<file path="config.mk">
export PLATFORM = sky130hd
export DESIGN_NAME = anim_sequencer_flat
export DESIGN_NICKNAME = d
export VERILOG_FILES = /design/src/rtl/anim_pkg.sv /design/src/rtl/anim_sequencer_if.sv /design/src/rtl/led_scan.sv /design/src/rtl/anim_sequencer.sv /design/src/flat_wrapper.sv
export SDC_FILE = /design/constraint.sdc
export NUM_CORES = 1
export LEC_CHECK = 0
export ABC_CLOCK_PERIOD_IN_PS = 5390
export BUFFER_PORTS_ARGS = -buffer_cell sky130_fd_sc_hd__buf_2
export CAP_MARGIN = 40
export CORE_AREA = 10 10 95 97
export CTS_CLUSTER_SIZE = 12
export DETAILED_ROUTE_END_ITERATION = 7
export DIE_AREA = 0 0 105 107
export PLACE_DENSITY = 0.89
export SETUP_SLACK_MARGIN = 0.05
export SLEW_MARGIN = 5
export SYNTH_ARGS = -nofsm -noshare
export SYNTH_HDL_FRONTEND = slang
export SYNTH_SLANG_ARGS = --single-unit
</file>
<file path="constraint.sdc">
create_clock -name clk -period 5.39 [get_ports clk]
set_clock_uncertainty 0.1 [all_clocks]
set_input_delay 0.2695 -clock clk [delete_from_list [all_inputs] [get_ports clk]]
set_output_delay 0.2695 -clock clk [all_outputs]
set_load 0.02 [all_outputs]
</file>
<file path="src/rtl/anim_pkg.sv">
// Shared types and constants for the 7-segment animation sequencer.
package anim_pkg;

    typedef enum logic [1:0] {
        ST_IDLE  = 2'd0,
        ST_RUN   = 2'd1,
        ST_PAUSE = 2'd2,
        ST_DONE  = 2'd3
    } state_t;

    localparam logic [1:0] MODE_LOOP     = 2'b00;
    localparam logic [1:0] MODE_ONESHOT  = 2'b01;
    localparam logic [1:0] MODE_PINGPONG = 2'b10;

    localparam int         FRAME_W   = 5;
    localparam logic [6:0] SEG_BLANK = 7'h7F;

endpackage

</file>
<file path="src/rtl/anim_sequencer_if.sv">
// Control, decoder and display signals of the animation sequencer.
interface anim_sequencer_if #(
    parameter int NDIG = 9
) ();

    logic                          start;
    logic                          stop;
    logic                          pause;
    logic [1:0]                    mode;
    logic                          dir;
    logic [1:0]                    speed;
    logic [7*NDIG-1:0]             seg_bus;
    logic [anim_pkg::FRAME_W-1:0]  frame;
    logic [6:0]                    seg;
    logic [NDIG-1:0]               an;
    logic                          busy;
    logic                          done;
    logic                          frame_tick;

    modport master (
        output start, stop, pause, mode, dir, speed, seg_bus,
        input  frame, seg, an, busy, done, frame_tick
    );

    modport slave (
        input  start, stop, pause, mode, dir, speed, seg_bus,
        output frame, seg, an, busy, done, frame_tick
    );

endinterface

</file>
<file path="src/rtl/led_scan.sv">
// Time-multiplexes NDIG active-low decoder patterns onto one segment bus.
module led_scan
    import anim_pkg::*;
#(
    parameter int NDIG     = 9,
    parameter int SCAN_DIV = 1000
) (
    input  logic              clk,
    input  logic              rst_n,
    input  logic              blank,
    input  logic [7*NDIG-1:0] seg_bus,
    output logic [6:0]        seg,
    output logic [NDIG-1:0]   an
);

    localparam int SW = (SCAN_DIV > 1) ? $clog2(SCAN_DIV) : 1;
    localparam int DW = (NDIG > 1) ? $clog2(NDIG) : 1;

    logic [SW-1:0] slot;
    logic [DW-1:0] digit;

    // Free-running slot counter; each wrap moves the scan to the next digit.
    always_ff @(posedge clk or negedge rst_n) begin
        if (!rst_n) begin
            slot  <= '0;
            digit <= '0;
        end else if (slot == SW'(SCAN_DIV - 1)) begin
            slot  <= '0;
            digit <= (digit == DW'(NDIG - 1)) ? '0 : digit + DW'(1);
        end else begin
            slot <= slot + SW'(1);
        end
    end

    // Register the selected pattern and its enable; blanking only gates outputs.
    always_ff @(posedge clk or negedge rst_n) begin
        if (!rst_n) begin
            seg <= SEG_BLANK;
            an  <= '1;
        end else if (blank) begin
            seg <= SEG_BLANK;
            an  <= '1;
        end else begin
            seg <= seg_bus[7*digit +: 7];
            an  <= ~(NDIG'(1) << digit);
        end
    end

endmodule

</file>
<file path="src/rtl/anim_sequencer.sv">
// Frame sequencer (loop / one-shot / ping-pong) plus shared display scanner.
module anim_sequencer
    import anim_pkg::*;
#(
    parameter int NDIG      = 9,
    parameter int FRAME_DIV = 50000,
    parameter int SCAN_DIV  = 1000,
    parameter int LAST      = 31
) (
    input  logic             clk,
    input  logic             rst_n,
    anim_sequencer_if.slave  bus
);

    // Wide enough for the slowest period (speed 3 = 8x base).
    localparam int                   PW    = $clog2(FRAME_DIV * 8);
    localparam logic [FRAME_W-1:0]   LASTF = FRAME_W'(LAST);

    state_t               state;
    logic [1:0]           mode_q;
    logic [1:0]           speed_q;
    logic                 down;
    logic [PW-1:0]        presc;
    logic [PW-1:0]        term;
    logic [FRAME_W-1:0]   frame_q;
    logic [FRAME_W-1:0]   nxt_frame;
    logic                 nxt_down;
    logic                 at_end;
    logic                 tick_q;
    logic                 done_q;

    assign term   = PW'((FRAME_DIV << speed_q) - 1);
    assign at_end = down ? (frame_q == '0) : (frame_q == LASTF);

    // Next frame on a tick: ping-pong bounces off the endpoint, others wrap.
    always_comb begin
        nxt_frame = frame_q;
        nxt_down  = down;
        if (mode_q == MODE_PINGPONG && at_end) begin
            nxt_down  = ~down;
            nxt_frame = down ? frame_q + FRAME_W'(1) : frame_q - FRAME_W'(1);
        end else if (at_end) begin
            nxt_frame = down ? LASTF : '0;
        end else begin
            nxt_frame = down ? frame_q - FRAME_W'(1) : frame_q + FRAME_W'(1);
        end
    end

    // Control FSM, prescaler and frame counter; stop > start > pause > tick.
    always_ff @(posedge clk or negedge rst_n) begin
        if (!rst_n) begin
            state   <= ST_IDLE;
            mode_q  <= MODE_LOOP;
            speed_q <= '0;
            down    <= 1'b0;
            presc   <= '0;
            frame_q <= '0;
            tick_q  <= 1'b0;
            done_q  <= 1'b0;
        end else begin
            tick_q <= 1'b0;
            done_q <= 1'b0;
            if (bus.stop) begin
                state   <= ST_IDLE;
                frame_q <= '0;
                presc   <= '0;
            end else if (bus.start) begin
                mode_q  <= bus.mode;
                speed_q <= bus.speed;
                down    <= bus.dir;
                frame_q <= bus.dir ? LASTF : '0;
                presc   <= '0;
                state   <= ST_RUN;
            end else begin
                case (state)
                    ST_RUN: begin
                        if (bus.pause) begin
                            state <= ST_PAUSE;
                        end else if (presc == term) begin
                            presc <= '0;
                            if (mode_q == MODE_ONESHOT && at_end) begin
                                state  <= ST_DONE;
                                done_q <= 1'b1;
                            end else begin
                                frame_q <= nxt_frame;
                                down    <= nxt_down;
                                tick_q  <= 1'b1;
                            end
                        end else begin
                            presc <= presc + PW'(1);
                        end
                    end
                    ST_PAUSE: begin
                        if (!bus.pause) state <= ST_RUN;
                    end
                    default: ;
                endcase
            end
        end
    end

    assign bus.frame      = frame_q;
    assign bus.busy       = (state == ST_RUN) || (state == ST_PAUSE);
    assign bus.done       = done_q;
    assign bus.frame_tick = tick_q;

    led_scan #(
        .NDIG     (NDIG),
        .SCAN_DIV (SCAN_DIV)
    ) u_scan (
        .clk     (clk),
        .rst_n   (rst_n),
        .blank   (state == ST_IDLE),
        .seg_bus (bus.seg_bus),
        .seg     (bus.seg),
        .an      (bus.an)
    );

endmodule

</file>
<file path="src/flat_wrapper.sv">
// flat-port wrapper written by rule: the top's interface ports become plain ports
module anim_sequencer_flat import anim_pkg::*;
#(
    parameter int NDIG      = 9,
    parameter int FRAME_DIV = 50000,
    parameter int SCAN_DIV  = 1000,
    parameter int LAST      = 31
)
  (clk, rst_n, bus_start, bus_stop, bus_pause, bus_mode, bus_dir, bus_speed, bus_seg_bus, bus_frame, bus_seg, bus_an, bus_busy, bus_done, bus_frame_tick);
  anim_sequencer_if #(.NDIG(NDIG)) bus_i ();
  input  logic clk;
  input  logic rst_n;
  input wire logic [$bits(bus_i.start)-1:0] bus_start;
  input wire logic [$bits(bus_i.stop)-1:0] bus_stop;
  input wire logic [$bits(bus_i.pause)-1:0] bus_pause;
  input wire logic [$bits(bus_i.mode)-1:0] bus_mode;
  input wire logic [$bits(bus_i.dir)-1:0] bus_dir;
  input wire logic [$bits(bus_i.speed)-1:0] bus_speed;
  input wire logic [$bits(bus_i.seg_bus)-1:0] bus_seg_bus;
  output wire logic [$bits(bus_i.frame)-1:0] bus_frame;
  output wire logic [$bits(bus_i.seg)-1:0] bus_seg;
  output wire logic [$bits(bus_i.an)-1:0] bus_an;
  output wire logic [$bits(bus_i.busy)-1:0] bus_busy;
  output wire logic [$bits(bus_i.done)-1:0] bus_done;
  output wire logic [$bits(bus_i.frame_tick)-1:0] bus_frame_tick;
  assign bus_i.start = bus_start;
  assign bus_i.stop = bus_stop;
  assign bus_i.pause = bus_pause;
  assign bus_i.mode = bus_mode;
  assign bus_i.dir = bus_dir;
  assign bus_i.speed = bus_speed;
  assign bus_i.seg_bus = bus_seg_bus;
  assign bus_frame = bus_i.frame;
  assign bus_seg = bus_i.seg;
  assign bus_an = bus_i.an;
  assign bus_busy = bus_i.busy;
  assign bus_done = bus_i.done;
  assign bus_frame_tick = bus_i.frame_tick;
  anim_sequencer #(.NDIG(NDIG), .FRAME_DIV(FRAME_DIV), .SCAN_DIV(SCAN_DIV), .LAST(LAST)) u_core (.clk(clk), .rst_n(rst_n), .bus(bus_i));
endmodule
</file>
* Word level (Yosys, flattened, before mapping) *
Index checks and enable logic that the tools add are counted.

storage, ports and cells
  flip-flop bits (word level) = 63
  input port bits = 73
  output and inout port bits = 24
  logic and storage cells = 103

cells by class
  add/subtract/negate cells = 6
  multiply operators = 1
  equal/unequal tests = 15
  shift operators = 3
  mux-type cells = 47
  bitwise logic cells = 3
  reduce and logical (&&, ||, !) cells = 16

operators with widths
  kind                                                    number
  two-way mux 19 bit                                      5
  variable part select 63 x 8 -> 7 bit                    1
  two-way mux 5 bit                                       12
  adder 19 x 1 -> 19 bit (second input constant)          1
  == test 19 bit                                          1
  two-way mux 1 bit                                       19
  left shift 16 x 2 -> 19 bit (first input constant)      1
  subtractor 19 x 2 -> 19 bit (second input constant)     1
  two-way mux 2 bit                                       6
  adder 10 x 1 -> 10 bit (second input constant)          1
  == test 10 bit (second input constant)                  1
  two-way mux 10 bit                                      1
  inequality test 5 x 4 -> 1 bit (second input constant)  2
  two-way mux 9 bit                                       1
  NOT 9 bit                                               1
  left shift 1 x 4 -> 9 bit (first input constant)        1
  AND reduction 4 bit                                     2
  multiplier 3 x 4 -> 7 bit (first input constant)        1
  two-way mux 7 bit                                       1
  inequality test 3 bit (second input constant)           2
  AND reduction 6 bit                                     1
  nonzero test 2 bit                                      3
  nonzero test 3 bit                                      2
  adder 5 x 1 -> 5 bit (second input constant)            1
  other kinds (17)                                        23

* Longest topological paths before layout *
Gate-level depths: netlist of the first run.

  depth in word-level cells = 10
  mapped depth = 8
  gate-level depth less buffers = 8

* Cells and area by module *
A second synthesis of the first run with hierarchy kept.

unflattened totals
  cell total of the unflattened synthesis = 425
  area, all modules = 4165.2 µm²

modules (own cells, without submodules)
  module          instances  cells each  area an instance (µm²)  seq. area each (µm²)
  anim_sequencer  1          256         2317.2                  825.8
  led_scan        1          169         1848.0                  770.7

* Worst setup path after synthesis of the first run *
No wires, ideal clock.

  path kind = flip-flop to flip-flop
  start = register u_core.speed_q[1]
  end = register u_core.frame_q[0], in the netlist u_core.bus.frame[0]
  setup time = 0.121 ns
  arrival time = 2.397 ns
  required time = 5.169 ns
  setup slack = 2.772 ns
  stages on the path, launching flop included = 9
  path buffers = 1
  clock period less this slack = 2.618 ns
  cell sequence = dfrtp_1 -> inv_1 -> ha_1 -> or4b_4 -> a221oi_4 -> o2111a_2 -> buf_6 -> nand3_2 -> a32o_2

on the way
  cells in the longest elaborated chain, start to end = 5

ends and longest elaborated chain
  element                               line                  source
  start: declaration                    anim_sequencer.sv:21  logic [1:0] speed_q;
  start signal: assignment              anim_sequencer.sv:69  speed_q <= bus.speed;
  left shift 16 x 2 -> 19 bit           anim_sequencer.sv:32  assign term = PW'((FRAME_DIV << speed_q) - 1);
  subtractor 19 x 2 -> 19 bit           anim_sequencer.sv:32
  == test 19 bit                        anim_sequencer.sv:79  end else if (presc == term) begin
  nonzero test 3 bit (no source line)   -
  AND reduction 4 bit (no source line)  -
  end signal: assignment                anim_sequencer.sv:71  frame_q <= bus.dir ? LASTF : '0;
  end signal: assignment                anim_sequencer.sv:85  frame_q <= nxt_frame;
  end: declaration                      anim_sequencer.sv:25  logic [FRAME_W-1:0] frame_q;

No other way between the ends.
A chain may end at the register's enable or synchronous reset.

* Final worst setup path of the first run *
Same ends and word-level chain as after synthesis.

==> results.md, run 1 <==
* Total Routing Usage GR at 19.85%
* Routed Wire Length at 11.35 mm
* Total gr overflow at 0
* Yosys synthesis warning count at 0
* Vias/cell at approximately 6.3
* Critical Path Fanout Max at 18
* Final Max Slew Viols at 0
* Number of library cell types mapped by synthesis at 66
* Final instance area at ~0.0049 mm²
* Layout area overhead at 17.91%
* Post-DP HPWL at 8.481 mm
* Fill cells at 542
* Met1 GRT Util at 21.00%
* Crit Path Class: reg -> reg
* I/O Buffers at between 90 and 100
* Layout cells sized above 1 at 33.33%
* CP peak stage delay at 0.57 ns
* CTS tree: yes
* CTS root buffer: clkbuf_8
* Via count at 3,797
* Tmin final at 3.184 ns
* # Max-Cap Violations at 0
* FMAX at 314.1 MHz
* Global-route met2 utilization at 35.11%
* Row cnt at 31
* P_leak at 2.171 nW
* Unrepaired setup endpoints after global routing: no
* Max Root-Sink Buffers at 2
* CTS buffer count at 9
* VDD IR-drop max at 0.1399 mV
* FF-to-FF End: u_core.bus.frame[0]
* Hold-fix buffers, CTS at 0
* Sequential element share of the synthesized area at 38.61%
* FF-to-FF path depth at 7
* Chip width at around 110 µm
* Worst hold margin at -0.01177 ns
* Final core occ at 68.32%
* Critical-path top delay cell: or4b_4
* Async SR Flop Fraction at 100.0%
* Most instantiated cells after synthesis: dfrtp_1, nand2_1, nor2_1, o21ai_0, ha_1
* Post-Layout Cell Count at 606
* Min-Delay Path Class: in -> async
* Grt met3 use at 6.228%
* Hold Vio Cnt, Final at 18
* Net Switching at 0.3328 mW
* Area share of the largest cell type after synthesis at 28.44%
* DIE HEIGHT at 107 µm
* Failing checks: negative hold slack
* Routed len/inst at 18.72 µm
* Clk_lat worst skew at roughly 0.35 ns
* Gate power share at 18.1%
* Clock share of power at 36.9%
* CTS HTree Levels at 3
* CP startpoint kind: flip-flop
* FF+latch count, synth at 63
* Family with the most delay on the worst path: compound AO/OA/AOI/OAI gates
* Net Sw Frac at 28.78%
* Nets at 595
* Post-cts sizing count at 0
* Die footprint at 0.01124 mm²
* Most frequent cell after synthesis: dfrtp_1
* Initial antenna violation count at 0
* Run status: complete, but fails checks
* Sequential standard cell area at 0.001597 mm²
* Global-route wire length before repair at 18.68 mm
* DRC viols at 0
* Post-CTS Setup Inserts at 0
* P per Cell Area at ~240 mW/mm²
* Starting density of the core at between 50% and 60%
* Cell Area, Synth at 0.004135 mm²
* Pin count of the biggest net entering global routing at 64
* Gate Count Post-Synth at 414
* Internal power at 0.8235 mW
* Kind of end point of the critical path: flip-flop
* Internal reg-to-reg setup slack at 2.21 ns
* Core Box Area at between 0.007 and 0.008 mm²
* Antenna diode instance count at 0
* Post-synth top area cell: dfrtp_1
* Main synth FF type: dfrtp_1
* Post-synth EDFFs at 0
* ANT nets after route at 0
* Max-slew headroom at about 38%
* Placed cell count at between 500 and 600
* Post-DP Area at around 0.0047 mm²
* # clock sinks at 63
* GR peak layer: met2
* FF-to-FF Start: u_core.speed_q[1]
* Iteration-0 DRC Markers at 308
* Fin crit share at between 50% and 60%
* Multi-input gate area at 0.002362 mm²
* Setup TNS at 0 ns
* Synth area leaders: dfrtp_1, dfstp_2, mux4_2
* GP Congestion at 0.8816
* Vias in the first global route at 4,021
* Pre-antenna DRT Iters at 8
* Critical Path, Cell by Cell: inv_1 > ha_1 > or4b_4 > a221oi_4 > o2111ai_2 > o31ai_4 > a32o_2
* Clock transition at path regs at 0.07 ns
* Seq pwr share at 45.0%
* Synth Net Count at 507
* Worst-Margin Slew at 0.9360 ns
* Worst EP required at 5.58 ns
* Setup-failing EPs final at 0
* CP Buf/Inv Count at 1
* Mean Syn Cell Area at 9.988 µm²
* I/O pin total at 97
* Crit path DAT at ~3.4 ns
-- placed cells by master (no fill, tap or decap), types with 3 or more instances in the layout --
master    Yosys  routed
o31ai_1       3       3
dfrtp_1      47      47
mux2i_1      10      10
a211oi_1      4       4
xnor2_1       6       6
a41oi_1       3       3
nor2b_1      11      11
nor2_1       25      25
buf_2         3      96
and4_1        5       5
ha_1         20      20
a32o_2        5       5
clkbuf_8      0      11
inv_1        19      19
nor4_1        7       7
nand4_1       5       5
dfstp_2      16      16
o21ai_0      25      25
a31oi_1      18      18
mux4_2       14      14
nand2_1      33      33
or4_1         5       5
o211ai_1      3       3
xor2_1        7       7
nor3_1        7       7
or3_1         5       5
and3_1        4       4
nand2b_1      4       4
nand3_1      17      17
a21oi_1      19      19
-- state kept, by name, indices dropped and copies added, names as in the netlist, 2 cells and up --
name                 cells
u_core.u_scan.slot      10
u_core.bus.frame         5
u_core.u_scan.seg        7
u_core.u_scan.an         9
u_core.mode_q            2
u_core.state             2
u_core.u_scan.digit      4
u_core.presc            19
u_core.speed_q           2
-- metal layers --
| layer | part of all wire (%) | wire length [µm] |
|---|---|---|
| met1 | 38 | 4346 |
| met2 | 50 | 5646 |
| met3 | 9.5 | 1083 |
| met4 | 2.4 | 270 |
| met5 | 0 | 0 |
-- through the flow --
step | setup WS, ns | total power, mW | hold WS (ns)
after floorplan | 2.772 | 0.6540 | -0.1261
after global placement | 2.376 | 0.7241 | 0.3558
after detailed placement | 2.258 | 0.7364 | 0.3707
after CTS | 2.238 | 1.160 | 0.01373
after global routing | 2.082 | 1.204 | 0.04131
final | 2.206 | 1.156 | -0.01177
-- worst max path at each step --
stage | from | endpoint | slack (ns) | depth (start not counted)
after floorplan | u_core.speed_q[1] | u_core.bus.frame[0] | 2.77 | 8
after global placement | u_core.speed_q[1] | u_core.presc[17] | 2.38 | 7
after detailed placement | u_core.speed_q[1] | u_core.bus.frame[0] | 2.26 | 7
after CTS | u_core.speed_q[1] | u_core.bus.frame[0] | 2.24 | 7
after global routing | u_core.speed_q[1] | u_core.bus.frame[0] | 2.08 | 7
final | u_core.speed_q[1] | u_core.bus.frame[0] | 2.21 | 7
-- cell type report --
class / count / area share [%]
Multi-Input combinational cell: 309 / 48.45
Sequential cell: 63 / 32.74
Timing Repair Buffer: 99 / 10.47
Clock buffer: 11 / 3.105
Tap cell: 99 / 2.540
Inverter: 20 / 1.540
Clock inverter: 5 / 1.155
-- cell families (layout without fill, tap and decap cells) --
family,count (synthesis),after routing,share of synthesized area (%)
and+or+nand+nor,143,143,19.24
AOI/OAI and AO/OA,107,107,18.49
DFF,63,63,38.61
buffers and inverters,42,135,4.266
muxes,26,26,10.59
adders and majority gates,20,20,6.051
xor gates and xnor gates,13,13,2.753
-- power by group through the flow --
stage	Combinational [mW]	Clock [mW]	Sequential, mW
after floorplan	0.124	0	0.530
after global placement	0.199	0	0.525
after detailed placement	0.209	0	0.528
after CTS	0.211	0.430	0.519
after global routing	0.231	0.450	0.523
final	0.209	0.427	0.520
(Power assumes the default switching activity.)
==> run 2: changes to the inputs <==
Settings changed: ABC_AREA set to 1, ABC_CLOCK_PERIOD_IN_PS 5390 to 3190, CORE_AREA 10 10 95 97 to 10 10 102 104, DIE_AREA 0 0 105 107 to 0 0 112 114, PLACE_DENSITY 0.89 to 0.83.
Clock period 5.39 ns to 3.19 ns, I/O delays scaled along.
==> run 2 against run 1 <==
  * The flow now finishes without violations
  * Sequential power up 71%
  * Hold slack better by 0.083 ns
  * Register-to-register slack lost 1.3 ns
  * Synthesized cell count up 51%
  * Critical endpoint is now u_core.state[0]
  * Cell area up 11%
  * Critical path depth rose by 6
  * Final cell count grew 39%
  * Routed wire length is 9.8% higher
  * Synthesized area up 8.1%
  * Core utilization fell by 4.6 points
==> results.md, run 2 <==
* Run status: complete, no violations
* CTS buffer count at 9 (unchanged)
* Initial antenna violation count at 0 (unchanged)
* CTS tree: yes
* FMAX at 431.0 MHz (+37%)
* Max-slew headroom at 45.81% (+8.2 points)
* Async SR Flop Fraction at 100.0% (unchanged)
* Endpoint, Worst Hold: u_core.down
* FF+latch count, synth at 63 (unchanged)
* Max Root-Sink Buffers at 2 (unchanged)
* Tmin final at 2.320 ns (-0.8638 ns)
* Critical Path Fanout Max at 11 (-7)
* Setup WS pre-CTS at 0.8878 ns (-1.370 ns)
* DIE HEIGHT at 114 µm (+6.5%)
* Total Routing Usage GR at 19.42% (-0.43 points)
* Area share of the largest cell type after synthesis at 26.30% (-2.1 points)
* Total gr overflow at 0 (unchanged)
* Most flops, register: u_core.presc
* Most frequent cell after synthesis: nand2_1
* I/O Buffers at 96 (unchanged)
* Nets at 825 (+39%)
* FF-to-FF path depth at 13 (+6)
* HP Start: bus_dir
* GP Congestion at 0.9217 (+4.5%)
* Die footprint at 0.01277 mm² (+14%)
* Top Registers: u_core.presc: 19 flops, u_core.u_scan.slot: 10 flops, u_core.u_scan.an: 9 flops
* Pre-antenna DRT Iters at 6 (-2)
* Synth area leaders: dfrtp_1, nand2_1, dfstp_2
* Main synth FF type: dfrtp_1
* Most frequent cells in the layout: nand2_1, buf_2, nor2_1, inv_1, nand3_1
* Internal reg-to-reg setup slack at 0.87 ns (-1.34 ns)
* Routed Wire Length at 12.46 mm (+9.8%)
* Routed len/inst at 14.74 µm (-21%)
* Gate Count Post-Synth at 626 (+51%)
* Sequential element share of the synthesized area at 35.70% (-2.9 points)
* Hold Path Depth at 5
* P_leak at 2.741 nW (+26%)
* Global-route met2 utilization at 32.79% (-2.3 points)
* Yosys synthesis warning count at 0 (unchanged)
* Setup TNS at 0 ns (unchanged)
* Pin count of the biggest net entering global routing at 64 (unchanged)
* Hold Vio Cnt, Final at 0 (-18)
* Global-route wire length before repair at 20.99 mm (+12%)
* Antenna diode instance count at 0 (unchanged)
* # clock sinks at 63 (unchanged)
* Vias in the first global route at 4,631 (+15%)
* Iteration-0 DRC Markers at 269 (-13%)
* Chip width at 112 µm (+6.7%)
* VDD IR-drop max at 0.1871 mV (+34%)
* Post-CTS Setup Inserts at 0 (unchanged)
* Synth Net Count at 719 (+42%)
* Post-DP HPWL at 9.635 mm (+14%)
* Worst EP required at 3.34 ns (-2.24 ns)
* Crit path DAT at 2.47 ns (-0.90 ns)
* Post-synth EDFFs at 0 (unchanged)
* Grt met3 use at 5.827% (-0.40 points)
* Fin crit share at 72.72% (+14 points)
* Setup-failing EPs final at 0 (unchanged)
* CTS HTree Levels at 3 (unchanged)
* Max reg flops at 19 (unchanged)
* Post-synth top area cell: dfrtp_1
* P per Cell Area at 407.7 mW/mm² (+72%)
* Layout cells sized above 1 at 24.02% (-9.3 points)
* # Max-Cap Violations at 0 (unchanged)
* CP startpoint kind: flip-flop
* Via count at 4,512 (+19%)
* Most common cell after layout, fill and taps aside: nand2_1
* Unrepaired setup endpoints after global routing: no
* GR peak layer: met2
* Kind of end point of the critical path: flip-flop
* Clock transition at path regs at 0.08 ns (about the same)
* FF-to-FF End: u_core.state[0]
* Most instantiated cells after synthesis: nand2_1, nor2_1, inv_1
* ANT nets after route at 0 (unchanged)
* Cell Area, Synth at 0.004472 mm² (+8.1%)
* FF-to-FF Start: u_core.speed_q[1]
* Clk_lat worst skew at 0.35 ns (about the same)
* DRC viols at 0 (unchanged)
* Final Max Slew Viols at 0 (unchanged)
* Vias/cell at 5.340 (-15%)
* Starting density of the core at 52.82% (-5.1 points)
* Core Box Area at 0.008466 mm² (+19%)
* Worst-Margin Slew at 0.8099 ns (-0.1260 ns)
* Crit Path Class: reg -> reg
* Min-Delay Path Class: in -> reg
* Layout area overhead at 20.57%
* CTS root buffer: clkbuf_8
* I/O pin total at 97 (unchanged)
* Number of library cell types mapped by synthesis at 40 (-39%)
* Row cnt at 34 (+9.7%)
* Met1 GRT Util at 22.54% (+1.5 points)
* Final worst-path setup slack at 0.8701 ns (-1.336 ns)
* Mean Syn Cell Area at 7.143 µm² (-28%)
[run 2: cell types whose count changed after synthesis, moves of 10 or more]
cell / delta
a31oi_1: -16
nor2_1: +45
nand3_1: +31
nor2b_1: -11
mux4_2: -14
o22ai_1: +24
nand2_1: +124
inv_1: +49
o21ai_0: +20
mux2i_1: -10
[run 2: kinds of logic after synthesis]
| logic type | synth area share, % |
|---|---|
| xor gates and xnor gates | 3.330 |
| and+or+nand+nor | 34.08 |
| buffers and inverters | 9.149 |
| DFF | 35.70 |
| adders and majority gates | 5.596 |
| AOI/OAI and AO/OA | 12.14 |
[run 2: routing by layer]
layer / share of wire (%) / up-vias
met4: 2.9 / 0
met5: 0 / -
li1: - / 2247
met3: 7.3 / 26
met2: 47 / 165
met1: 43 / 2074
[run 2: repair_timing]
action	CTS	global route
hold buffers	12	0
resized for setup	0	0
setup endpoints to repair	0	0
endpoints found under the hold margin	58	0
[run 2: how the worst max path moves through the flow]
| stage | endpoint | slack (ns) | start | cells past startpoint |
|---|---|---|---|---|
| floorplan | u_core.state[0] | 1.22 | u_core.bus.frame[1] | 11 |
| global placement | u_core.state[1] | 0.95 | u_core.speed_q[1] | 13 |
| detailed placement | u_core.state[0] | 0.89 | u_core.speed_q[1] | 13 |
| CTS | u_core.state[0] | 0.87 | u_core.speed_q[1] | 13 |
| global route | u_core.state[1] | 0.65 | u_core.speed_q[1] | 13 |
| finish | u_core.state[0] | 0.87 | u_core.speed_q[1] | 13 |
[run 2: worst max-delay path, cell delays in order (launching register included)]
cell and delay, ns:
dfrtp_1 0.62, inv_8 0.09, ha_1 0.42, inv_2 0.08
nand2_2 0.07, nand2_1 0.05, nor2_1 0.07, nand2_1 0.07
nor2_2 0.11, nand3_2 0.08, nand2_2 0.19, nand3_1 0.14
nand2_1 0.08, nand2_1 0.05
[run 2: final cells by class]
cell class,count,area (µm²)
clock buffer,9,123.9
clock inverter,7,120.1
fill,737,3074
inverter,81,311.5
multi-input combinational,464,2466
sequential,63,1597
tap,108,135.1
timing repair buffer,113,638.1
[run 2: where the power goes]
part	leakage, nW	switching (mW)	internal [mW]
Combinational	1.82	0.281	0.166
Clock	0.120	0.341	0.521
Sequential	0.797	0.0374	0.851
[run 2: per-stage QoR]
| step | utilization (%) | cells | hold slack (ns) | cell area [µm²] | total power [mW] |
|---|---|---|---|---|---|
| floorplan | - | 626 | -0.2361 | 4472 | 1.193 |
| global placement | 59.39 | 817 | 0.2677 | 5027 | 1.328 |
| detailed placement | 59.39 | 817 | 0.2756 | 5027 | 1.339 |
| CTS | 63.69 | 845 | 0.06261 | 5391 | 2.208 |
| global route | 63.69 | 845 | 0.09996 | 5391 | 2.305 |
| finish | 63.69 | 845 | 0.07107 | 5391 | 2.198 |
==> run 3: changes to the inputs <==
Settings changed: ABC_CLOCK_PERIOD_IN_PS 3190 to 2400.
Clock period 3.19 ns to 2.4 ns, I/O delays scaled along.
==> run 3 against run 2 <==
  * Critical path depth down 2
  * Clock power up 23%
  * Cell area up 0.42%
  * Final cell count up 0.24%
  * Register-to-register slack worse by 0.60 ns
  * Critical path type unchanged
  * Worst setup slack worse by 0.60 ns
  * Highest routed layer unchanged
  * Count of clock-buffer cells in the layout unchanged
  * Flip-flop and latch count unchanged
==> results.md, run 3 (same netlist as run 2, synthesis figures left out) <==
* Routed len/inst at 14.44 µm (-2.0%)
* FMAX at 470.1 MHz (+9.1%)
* Final Max Slew Viols at 0 (unchanged)
* Tmin final at 2.127 ns (-0.1926 ns)
* Total Routing Usage GR at 19.08% (-0.34 points)
* Grt met3 use at 5.459% (-0.37 points)
* Nets at 827 (+0.24%)
* I/O Buffers at 96 (unchanged)
* Total gr overflow at 0 (unchanged)
* DIE HEIGHT at 114 µm (unchanged)
* P per Cell Area at 525.4 mW/mm² (+29%)
* Run status: complete, no violations
* Fin crit share at 88.64% (+16 points)
* P_leak at 2.750 nW (+0.34%)
* Antenna diode instance count at 0 (unchanged)
* HP Start: bus_dir
* Critical Path, Cell by Cell: ha_1 > nand2_1 > nor2_1 > ha_1 > inv_1 > nand2_1 > nand4_1 > nand3_2 > nand2_2 > nand2_1 > nand2_1
* Die footprint at 0.01277 mm² (unchanged)
* Setup WS pre-CTS at 0.2069 ns (-0.6809 ns)
* Crit Path Class: reg -> reg
* FF-to-FF End: u_core.bus.frame[1]
* Hold Vio Cnt, Final at 0 (unchanged)
* Post-DP HPWL at 9.508 mm (-1.3%)
* Max Root-Sink Buffers at 2 (unchanged)
* Hold Path Depth at 5 (unchanged)
* Row cnt at 34 (unchanged)
* Endpoint, Worst Hold: u_core.down
* Kind of end point of the critical path: flip-flop
* GP Congestion at 0.8996 (-2.4%)
* Most flops, register: u_core.presc
* Worst EP required at 2.54 ns (-0.80 ns)
* Vias in the first global route at 4,526 (-2.3%)
* Final core occ at 63.95% (+0.27 points)
* Critical Path Fanout Max at 5 (-6)
* # Max-Cap Violations at 0 (unchanged)
* Final worst-path setup slack at 0.2726 ns (-0.5974 ns)
* Iteration-0 DRC Markers at 244 (-9.3%)
* Via count at 4,529 (+0.38%)
* Chip width at 112 µm (unchanged)
* Met1 GRT Util at 22.24% (-0.30 points)
* Global-route met2 utilization at 32.36% (-0.43 points)
* Layout cells sized above 1 at 24.63% (+0.61 points)
* Top Registers: u_core.presc: 19 flops, u_core.u_scan.slot: 10 flops, u_core.u_scan.an: 9 flops
* Setup-failing EPs final at 0 (unchanged)
* Internal reg-to-reg setup slack at 0.27 ns (-0.60 ns)
* CP peak stage delay at 0.43 ns (-0.19 ns)
* Worst hold margin at 0.04299 ns (-0.02808 ns)
* Pin count of the biggest net entering global routing at 64 (unchanged)
* Starting density of the core at 52.82% (unchanged)
* Most common cell after layout, fill and taps aside: nand2_1
* FF-to-FF Start: u_core.bus.frame[1]
* Clk_lat worst skew at 0.35 ns (about the same)
* Layout area overhead at 21.07%
* CTS buffer count at 9 (unchanged)
* VDD IR-drop max at 0.2725 mV (+46%)
* # clock sinks at 63 (unchanged)
* Vias/cell at 5.347 (+0.14%)
* DRC viols at 0 (unchanged)
* Worst-Margin Slew at 0.7547 ns (-0.05519 ns)
* CTS tree: yes
* Critical-path top delay cell: dfrtp_1
* ANT nets after route at 0 (unchanged)
* CP startpoint kind: flip-flop
* Clock transition at path regs at 0.08 ns (about the same)
* I/O pin total at 97 (unchanged)
* Most frequent cells in the layout: nand2_1, buf_2, nor2_1, inv_1, nand3_1
* Global-route wire length before repair at 20.61 mm (-1.8%)
* Min-Delay Path Class: in -> reg
* Crit path DAT at 2.27 ns (-0.20 ns)
* FF-to-FF path depth at 11 (-2)
* CTS HTree Levels at 3 (unchanged)
* Initial antenna violation count at 0 (unchanged)
* Max reg flops at 19 (unchanged)
* Max-slew headroom at 49.50% (+3.7 points)
* Routed Wire Length at 12.23 mm (-1.8%)
* Unrepaired setup endpoints after global routing: no
* CTS root buffer: clkbuf_8
* Setup TNS at 0 ns (unchanged)
* Pre-antenna DRT Iters at 5 (-1)
* Core Box Area at 0.008466 mm² (unchanged)
* GR peak layer: met2
* Most used cell, CP: nand2_1
## run 3: cell count changes in the layout (fill, tap and decap cells not counted), sizes merged
cell and delta:
clkinvlp -1, buf +2, bufinv -1, clkinv +1, inv +1
## run 3: worst max-delay path by stage
stage | from | end | slack, ns | cells after the start
3_3_place_gp | u_core.speed_q[1] | u_core.state[0] | 0.27 | 13
4_1_cts | u_core.speed_q[1] | u_core.state[1] | 0.19 | 13
5_1_grt | u_core.bus.frame[1] | u_core.state[0] | 0.04 | 11
3_5_place_dp | u_core.speed_q[1] | u_core.state[1] | 0.21 | 13
6_report | u_core.bus.frame[1] | u_core.bus.frame[1] | 0.27 | 11
2_1_floorplan | u_core.bus.frame[1] | u_core.state[0] | 0.43 | 11
## run 3: stage by stage
| stage | std cells | power, mW | instance area (µm²) |
|---|---|---|---|
| 3_5_place_dp | 819 | 1.788 | 5055 |
| 3_3_place_gp | 819 | 1.772 | 5055 |
| 2_1_floorplan | 626 | 1.585 | 4472 |
| 6_report | 847 | 2.844 | 5414 |
| 4_1_cts | 847 | 2.861 | 5403 |
| 5_1_grt | 847 | 2.979 | 5414 |
## run 3: where the power goes
part / total [mW] / switching [mW] / leakage (nW) / internal (mW)
Combinational: 0.610 / 0.379 / 1.84 / 0.231
Clock: 1.06 / 0.461 / 0.114 / 0.597
Sequential: 1.18 / 0.0457 / 0.796 / 1.13
Total: 2.84 / 0.886 / 2.75 / 1.96
## run 3: routing by layer
metal,up-vias,wire [µm]
met5,-,0
met1,2057,5172
met4,0,260
li1,2271,-
met3,22,946
met2,179,5849
## run 3: repair_timing
item	CTS	global route
setup endpoints to repair	0	3
buffers inserted	0	0
resized for setup	0	4
hold buffers	12	0
hold endpoints to repair	74	0
## run 3: area by class of cell
| class | instances | area, µm² |
|---|---|---|
| repair buffers | 115 | 665.6 |
| multi-input cells | 464 | 2476 |
| clock buffers | 9 | 123.9 |
| fillers | 718 | 3052 |
| clock inverters | 7 | 103.9 |
| flip-flops and latches | 63 | 1598 |
| well taps | 108 | 135.1 |
| inverters | 81 | 311.5 |
## run 3: critical path: cells and delay by family, from the launching register on
family	cells	cell delay, ns
and+or+nand+nor	8	1.04
DFF	1	0.43
buffers and inverters	1	0.08
adders and majority gates	2	0.36
